### src/rtl/lcd_timing_pkg.sv
// Shared FSM state encoding and default panel timing for the LCD timing generator.
package lcd_timing_pkg;

  localparam logic [1:0] ST_IDLE   = 2'd0;
  localparam logic [1:0] ST_WARMUP = 2'd1;
  localparam logic [1:0] ST_RUN    = 2'd2;

  localparam int DEF_H_TOTAL     = 1056;
  localparam int DEF_V_TOTAL     = 525;
  localparam int DEF_H_ACTIVE    = 800;
  localparam int DEF_V_ACTIVE    = 480;
  localparam int DEF_H_SYNC_W    = 20;
  localparam int DEF_V_SYNC_W    = 10;
  localparam int DEF_H_ACT_START = 211;
  localparam int DEF_V_ACT_START = 23;

  localparam int H_CNT_W = 11;
  localparam int V_CNT_W = 10;

endpackage

### src/rtl/lcd_pix_div.sv
// Pixel-rate divider: one tick per CLK_DIV clk cycles and a registered dclk,
// low for the first CLK_DIV/2 cycles of each pixel period.
module lcd_pix_div #(
  parameter int CLK_DIV = 2
) (
  input  logic clk,
  input  logic rst,
  input  logic run,
  output logic tick,
  output logic dclk
);

  localparam logic [2:0] DIV_LAST = 3'(CLK_DIV - 1);
  localparam logic [2:0] DIV_HALF = 3'(CLK_DIV / 2);

  logic [2:0] cnt_q, cnt_d;
  logic       dclk_q, dclk_d;

  always_comb begin
    cnt_d = 3'd0;
    if (run) begin
      cnt_d = (cnt_q == DIV_LAST) ? 3'd0 : cnt_q + 3'd1;
    end
    dclk_d = run && (cnt_d >= DIV_HALF);
  end

  always_ff @(posedge clk or negedge rst) begin
    if (!rst) begin
      cnt_q  <= 3'd0;
      dclk_q <= 1'b0;
    end else begin
      cnt_q  <= cnt_d;
      dclk_q <= dclk_d;
    end
  end

  // cnt_q rests at 0 while stopped, so the tick needs no extra gating.
  assign tick = (cnt_q == DIV_LAST);
  assign dclk = dclk_q;

endmodule

### src/rtl/lcd_timing_gen.sv
// LCD raster timing generator: counters, IDLE/WARMUP/RUN FSM and sync/den decode.
// Define LCD_TIMING_FRAME_CNT_EN to add the 16-bit frame_cnt output.
module lcd_timing_gen
  import lcd_timing_pkg::*;
#(
  parameter int H_TOTAL       = DEF_H_TOTAL,
  parameter int H_SYNC_W      = DEF_H_SYNC_W,
  parameter int H_ACT_START   = DEF_H_ACT_START,
  parameter int V_TOTAL       = DEF_V_TOTAL,
  parameter int V_SYNC_W      = DEF_V_SYNC_W,
  parameter int V_ACT_START   = DEF_V_ACT_START,
  parameter int CLK_DIV       = 2,
  parameter int WARMUP_FRAMES = 2,
  parameter int H_ACTIVE      = DEF_H_ACTIVE,
  parameter int V_ACTIVE      = DEF_V_ACTIVE
) (
  input  logic               clk,
  input  logic               rst,
  input  logic               en,
  output logic [H_CNT_W-1:0] counter_h,
  output logic [V_CNT_W-1:0] counter_v,
  output logic               hsync,
  output logic               vsync,
  output logic               den,
  output logic               dclk,
  output logic               disp_enb
`ifdef LCD_TIMING_FRAME_CNT_EN
  ,
  output logic [15:0]        frame_cnt
`endif
);

  localparam logic [H_CNT_W-1:0] H_LAST      = H_CNT_W'(H_TOTAL - 1);
  localparam logic [V_CNT_W-1:0] V_LAST      = V_CNT_W'(V_TOTAL - 1);
  localparam logic [H_CNT_W-1:0] H_SYNC_END  = H_CNT_W'(H_SYNC_W);
  localparam logic [V_CNT_W-1:0] V_SYNC_END  = V_CNT_W'(V_SYNC_W);
  localparam logic [H_CNT_W-1:0] H_ACT_FIRST = H_CNT_W'(H_ACT_START);
  localparam logic [H_CNT_W-1:0] H_ACT_LAST  = H_CNT_W'(H_ACT_START + H_ACTIVE - 1);
  localparam logic [V_CNT_W-1:0] V_ACT_FIRST = V_CNT_W'(V_ACT_START);
  localparam logic [V_CNT_W-1:0] V_ACT_LAST  = V_CNT_W'(V_ACT_START + V_ACTIVE - 1);
  localparam logic [7:0]         WARM_LAST   = 8'(WARMUP_FRAMES - 1);
  localparam logic [1:0]         ST_ENABLED  = (WARMUP_FRAMES == 0) ? ST_RUN : ST_WARMUP;

  logic [1:0]         state_q, state_d;
  logic [7:0]         warm_q, warm_d;
  logic [H_CNT_W-1:0] h_q, h_d;
  logic [V_CNT_W-1:0] v_q, v_d;
  logic               hsync_q, hsync_d;
  logic               vsync_q, vsync_d;
  logic               den_q, den_d;
  logic               disp_q, disp_d;
  logic               tick;
  logic               eof;
  logic               run;
  logic               dclk_int;

  assign eof = tick && (h_q == H_LAST) && (v_q == V_LAST);
  assign run = (state_d != ST_IDLE);

  lcd_pix_div #(
    .CLK_DIV (CLK_DIV)
  ) u_pix_div (
    .clk  (clk),
    .rst  (rst),
    .run  (run),
    .tick (tick),
    .dclk (dclk_int)
  );

  always_comb begin
    state_d = state_q;
    warm_d  = warm_q;
    case (state_q)
      ST_IDLE: begin
        warm_d = 8'd0;
        if (en) begin
          state_d = ST_ENABLED;
        end
      end
      ST_WARMUP: begin
        if (eof) begin
          if (warm_q == WARM_LAST) begin
            state_d = ST_RUN;
          end else begin
            warm_d = warm_q + 8'd1;
          end
        end
      end
      ST_RUN:  state_d = ST_RUN;
      default: state_d = ST_IDLE;
    endcase
    // Dropping en always wins, from any state, at the very next edge.
    if (!en) begin
      state_d = ST_IDLE;
      warm_d  = 8'd0;
    end
  end

  always_comb begin
    h_d = h_q;
    v_d = v_q;
    if (state_d == ST_IDLE) begin
      h_d = '0;
      v_d = '0;
    end else if (tick) begin
      if (h_q == H_LAST) begin
        h_d = '0;
        v_d = (v_q == V_LAST) ? '0 : v_q + 1'b1;
      end else begin
        h_d = h_q + 1'b1;
      end
    end
  end

  // Decode from next-state counters so registered syncs/den line up with the counters.
  always_comb begin
    hsync_d = (state_d == ST_IDLE) || (h_d >= H_SYNC_END);
    vsync_d = (state_d == ST_IDLE) || (v_d >= V_SYNC_END);
    den_d   = (state_d == ST_RUN) &&
              (h_d >= H_ACT_FIRST) && (h_d <= H_ACT_LAST) &&
              (v_d >= V_ACT_FIRST) && (v_d <= V_ACT_LAST);
    disp_d  = (state_d != ST_IDLE);
  end

  always_ff @(posedge clk or negedge rst) begin
    if (!rst) begin
      state_q <= ST_IDLE;
      warm_q  <= 8'd0;
      h_q     <= '0;
      v_q     <= '0;
      hsync_q <= 1'b1;
      vsync_q <= 1'b1;
      den_q   <= 1'b0;
      disp_q  <= 1'b0;
    end else begin
      state_q <= state_d;
      warm_q  <= warm_d;
      h_q     <= h_d;
      v_q     <= v_d;
      hsync_q <= hsync_d;
      vsync_q <= vsync_d;
      den_q   <= den_d;
      disp_q  <= disp_d;
    end
  end

`ifdef LCD_TIMING_FRAME_CNT_EN
  logic [15:0] frame_cnt_q, frame_cnt_d;

  always_comb begin
    frame_cnt_d = frame_cnt_q;
    if ((state_q == ST_RUN) && eof) begin
      frame_cnt_d = frame_cnt_q + 16'd1;
    end
  end

  always_ff @(posedge clk or negedge rst) begin
    if (!rst) begin
      frame_cnt_q <= 16'd0;
    end else begin
      frame_cnt_q <= frame_cnt_d;
    end
  end

  assign frame_cnt = frame_cnt_q;
`endif

  assign counter_h = h_q;
  assign counter_v = v_q;
  assign hsync     = hsync_q;
  assign vsync     = vsync_q;
  assign den       = den_q;
  assign dclk      = dclk_int;
  assign disp_enb  = disp_q;

endmodule

### config.mk
export PLATFORM = sky130hd
export DESIGN_NAME = lcd_timing_gen
export DESIGN_NICKNAME = d
export VERILOG_FILES = /design/src/rtl/lcd_timing_pkg.sv /design/src/rtl/lcd_pix_div.sv /design/src/rtl/lcd_timing_gen.sv
export SDC_FILE = /design/constraint.sdc
export NUM_CORES = 1
export LEC_CHECK = 0
export BUFFER_PORTS_ARGS = -buffer_cell sky130_fd_sc_hd__buf_4
export CORE_MARGIN = 2
export CORE_UTILIZATION = 55
export CTS_CLUSTER_SIZE = 8
export DETAILED_ROUTE_END_ITERATION = 12
export GPL_TIMING_DRIVEN = 0
export PLACE_DENSITY = 0.76
export REMOVE_ABC_BUFFERS = 1
export SKIP_LAST_GASP = 1
export SYNTH_ARGS = -nofsm -noshare
export SYNTH_HDL_FRONTEND = slang
export SYNTH_HIERARCHICAL = 1
export SYNTH_SLANG_ARGS = --single-unit
### constraint.sdc
create_clock -name clk -period 4.4 [get_ports clk]
set_clock_uncertainty 0.1 [all_clocks]
set_input_delay 0.44 -clock clk [delete_from_list [all_inputs] [get_ports clk]]
set_output_delay 0.44 -clock clk [all_outputs]
set_load 0.03 [all_outputs]
==> results_dict.tcl <==
set metrics [dict create \
    nNetsFinal 294 \
    syn_inst 263 \
    worst_ep_required_time_ps 4470 \
    htree_num_levels 2 \
    yosysTopAreaCellShare_pct 39.2 \
    antenna_found_initial 0 \
    grt_use_total_pct 23.1 \
    dp_hpwl_um 3510 \
    path_clk_slew_ps 80 \
    startpoint_type "register" \
    ios 29 \
    fin_ws_ps 588 \
    setup_viol 0 \
    crit_type "reg2reg" \
    grt_max_degree 40 \
    multi_input_area_mm2 0.00128 \
    synth_edf_count 0 \
    ys_ff_latch 39 \
    firstDrtPassIters 4 \
    ir_drop_mv 0.179 \
    clk_path_buf_depth 2 \
    clkPwrFrac_pct 37.0 \
    synth.avg_cell_area_um2 8.98 \
    max_freq_mhz 262 \
    synthArstFlopShare_pct 100 \
    numCtsBuffers 5 \
    vias 2064 \
    cts.repair.resized 0 \
    place_ws_ps 638 \
    finalMaxSlewViolations 0 \
    cts-root-buf "clkbuf_8" \
    grt_pass1_vias 1905 \
    crit_path_end_kind "register" \
    tns_ps 0 \
    p_leak_nw 1.15 \
    num_rows 23 \
    synthFlopType "dfrtp_1" \
    comb_power_share_pct 6.9 \
    dieArea_mm2 0.00484 \
    areaGrowthSynthToFinish_pct 12.7 \
    post_cts_buffers 0 \
    outcome "finished, violations left" \
    overflow 0 \
    synthesis.area_mm2 0.00236 \
    cts_hold_buf 0 \
    regArea_um2 978 \
    whs_ps -0.215 \
    period_share_pct 86.6 \
    antenna_cells 0 \
    cts_sinks 39 \
    vias_per_cell 6.12 \
    yosysWarnings 6 \
    ys_types 56 \
    grt_pass1_wl_um 9050 \
    grt_setup_unrepaired "false" \
    min_path_type "in2async" \
    drive_above_1_share_pct 15.3 \
    cp.arrival_ps 3880 \
    violations "negative hold slack" \
    routabilityCongestion 0.878 \
    clock_latency_ps 300 \
    synthTopCellsByArea "dfrtp_1 (39%), o21ai_0 (3.8%), nor2_1 (3.7%)" \
    ant_nets 0 \
    die_h_um 69.5 \
    p_int_mw 0.488 \
    p_seq_share_pct 56.1 \
    initial_utilization_pct 58.2 \
    power.switching_mw 0.173 \
    period_minus_slack_ps 3810 \
    slew_headroom_pct 20.1 \
    wire_per_inst_um 15.3 \
    drt_iter0_drc 151 \
    wirelength_um 5140 \
    hold_violations 1 \
    cts_tree "yes" \
    synth_top_area_cell "dfrtp_1" \
    seq_area_frac_synth_pct 41.4 \
    nFillCells 340 \
    core_mm2 0.00406 \
    cp_max_fo 18 \
    die_w_um 69.5 \
    maxCapViolCount 0 \
    drc_errors 0 \
    portBuffers 28 \
    swShare_pct 26.2 \
    power.density_mw_per_mm2 248 \
    tightestPinTransition_ps 1200 \
]
[through the flow]
step                hold slack (ps)  utilization [%]  area (um2)  instances  total power [mW]
CTS                            18.2             65.6        2660        337             0.667
global route                   42.4             65.6        2660        337             0.689
global placement                337             63.4        2570        329             0.423
floorplan                      44.4                -        2300        251             0.403
detailed placement              345             63.4        2570        329             0.424
finish                       -0.215             65.6        2660        337             0.661
[cells in the final DEF (no fill, tap or decap), types with 3 or more instances in the layout]
| cell type | n |
|---|---|
| buf_4 | 28 |
| nand4_1 | 7 |
| ha_1 | 5 |
| xnor2_1 | 5 |
| and3_1 | 5 |
| o31ai_1 | 4 |
| nand3b_1 | 3 |
| dfrtp_1 | 37 |
| a31oi_1 | 5 |
| clkbuf_8 | 5 |
| a21oi_1 | 11 |
| nand2b_1 | 6 |
| or3_1 | 5 |
| and4_1 | 8 |
| nor2_1 | 23 |
| a211oi_1 | 4 |
| o21ai_0 | 18 |
| nor3_1 | 9 |
| inv_1 | 12 |
| nand3_1 | 14 |
| nand2_1 | 20 |
| xor2_1 | 6 |
| nor2b_1 | 3 |
[worst max-delay path, stage by stage, from the launching register on]
cell       delay, ps
dfrtp_1          430
nor3b_1          980
and4_1           530
nand4_4          290
or4_4            600
a21oi_2          160
nand4b_1         170
mux2i_1          130
a2111oi_2        280
[final timing paths]
path / slack, ps / to / start / cells past startpoint
worst max register to register: 590 / den / u_pix_div/cnt_q[2] / 8
worst min-delay path: -0.2 / counter_v[8] / rst / 1
max in group asynchronous: 3840 / hsync / rst / 1
worst max-delay path: 590 / den / u_pix_div/cnt_q[2] / 8
worst min register to register: 380 / state_q[0] / state_q[1] / 1
min in group clk: 310 / state_q[0] / en / 3
[kinds of logic after synthesis]
family | share of synthesized area [%]
flip-flops | 41.4
AND/OR/NAND/NOR | 29.4
adder cells (fa/ha/maj) | 2.65
multiplexers | 0.424
buffers and inverters | 4.55
XOR/XNOR | 4.08
AO/OA/AOI/OAI | 17.5
[sequential cells by signal, summed over array words and instances (netlist names)]
signal,cells
u_pix_div/dclk,1
u_pix_div/cnt_q,3
den,1
counter_h,11
disp_enb,1
vsync,1
counter_v,10
hsync,1
state_q,2
warm_q,8
[layout make-up]
cell class                      count  area share (%)
Sequential cell                    39            36.8
Tap cell                           50            2.35
Clock inverter                      3           0.752
Inverter                           12            1.69
Clock buffer                        5            2.59
Timing Repair Buffer               28            7.90
Multi-Input combinational cell    200            48.0
[power by group through the flow]
stage / Clock (mW) / Sequential, mW / Combinational, mW
after floorplan: 0 / 0.383 / 0.0196
after global placement: 0 / 0.377 / 0.0457
after detailed placement: 0 / 0.378 / 0.0464
after CTS: 0.250 / 0.371 / 0.0467
after global routing: 0.264 / 0.372 / 0.0525
final: 0.245 / 0.371 / 0.0458
[routing by layer]
| layer | global-route usage, % | share of wire [%] | up-vias |
|---|---|---|---|
| li1 | - | - | 1015 |
| met1 | 32.3 | 46 | 986 |
| met2 | 35.4 | 47 | 57 |
| met3 | 5.52 | 5.2 | 6 |
| met4 | 7.41 | 0.93 | 0 |
| met5 | 0 | 0 | - |
[synth_stat cells (all sizes together) (3+ instances only)]
cell type   n
o31ai       4
nor4b       3
nor2b       3
a211oi      4
buf         5
clkbuf      7
nand3      14
dfrtp      37
or3         5
nand2b      6
xnor2       5
xor2        6
nand3b      3
nand4       8
a21oi      12
nor3        9
and3        5
and4        8
inv        12
a31oi       5
nor2       23
nand2      20
ha          5
o21ai      20
No activity file was read; power rests on OpenSTA's default activity.
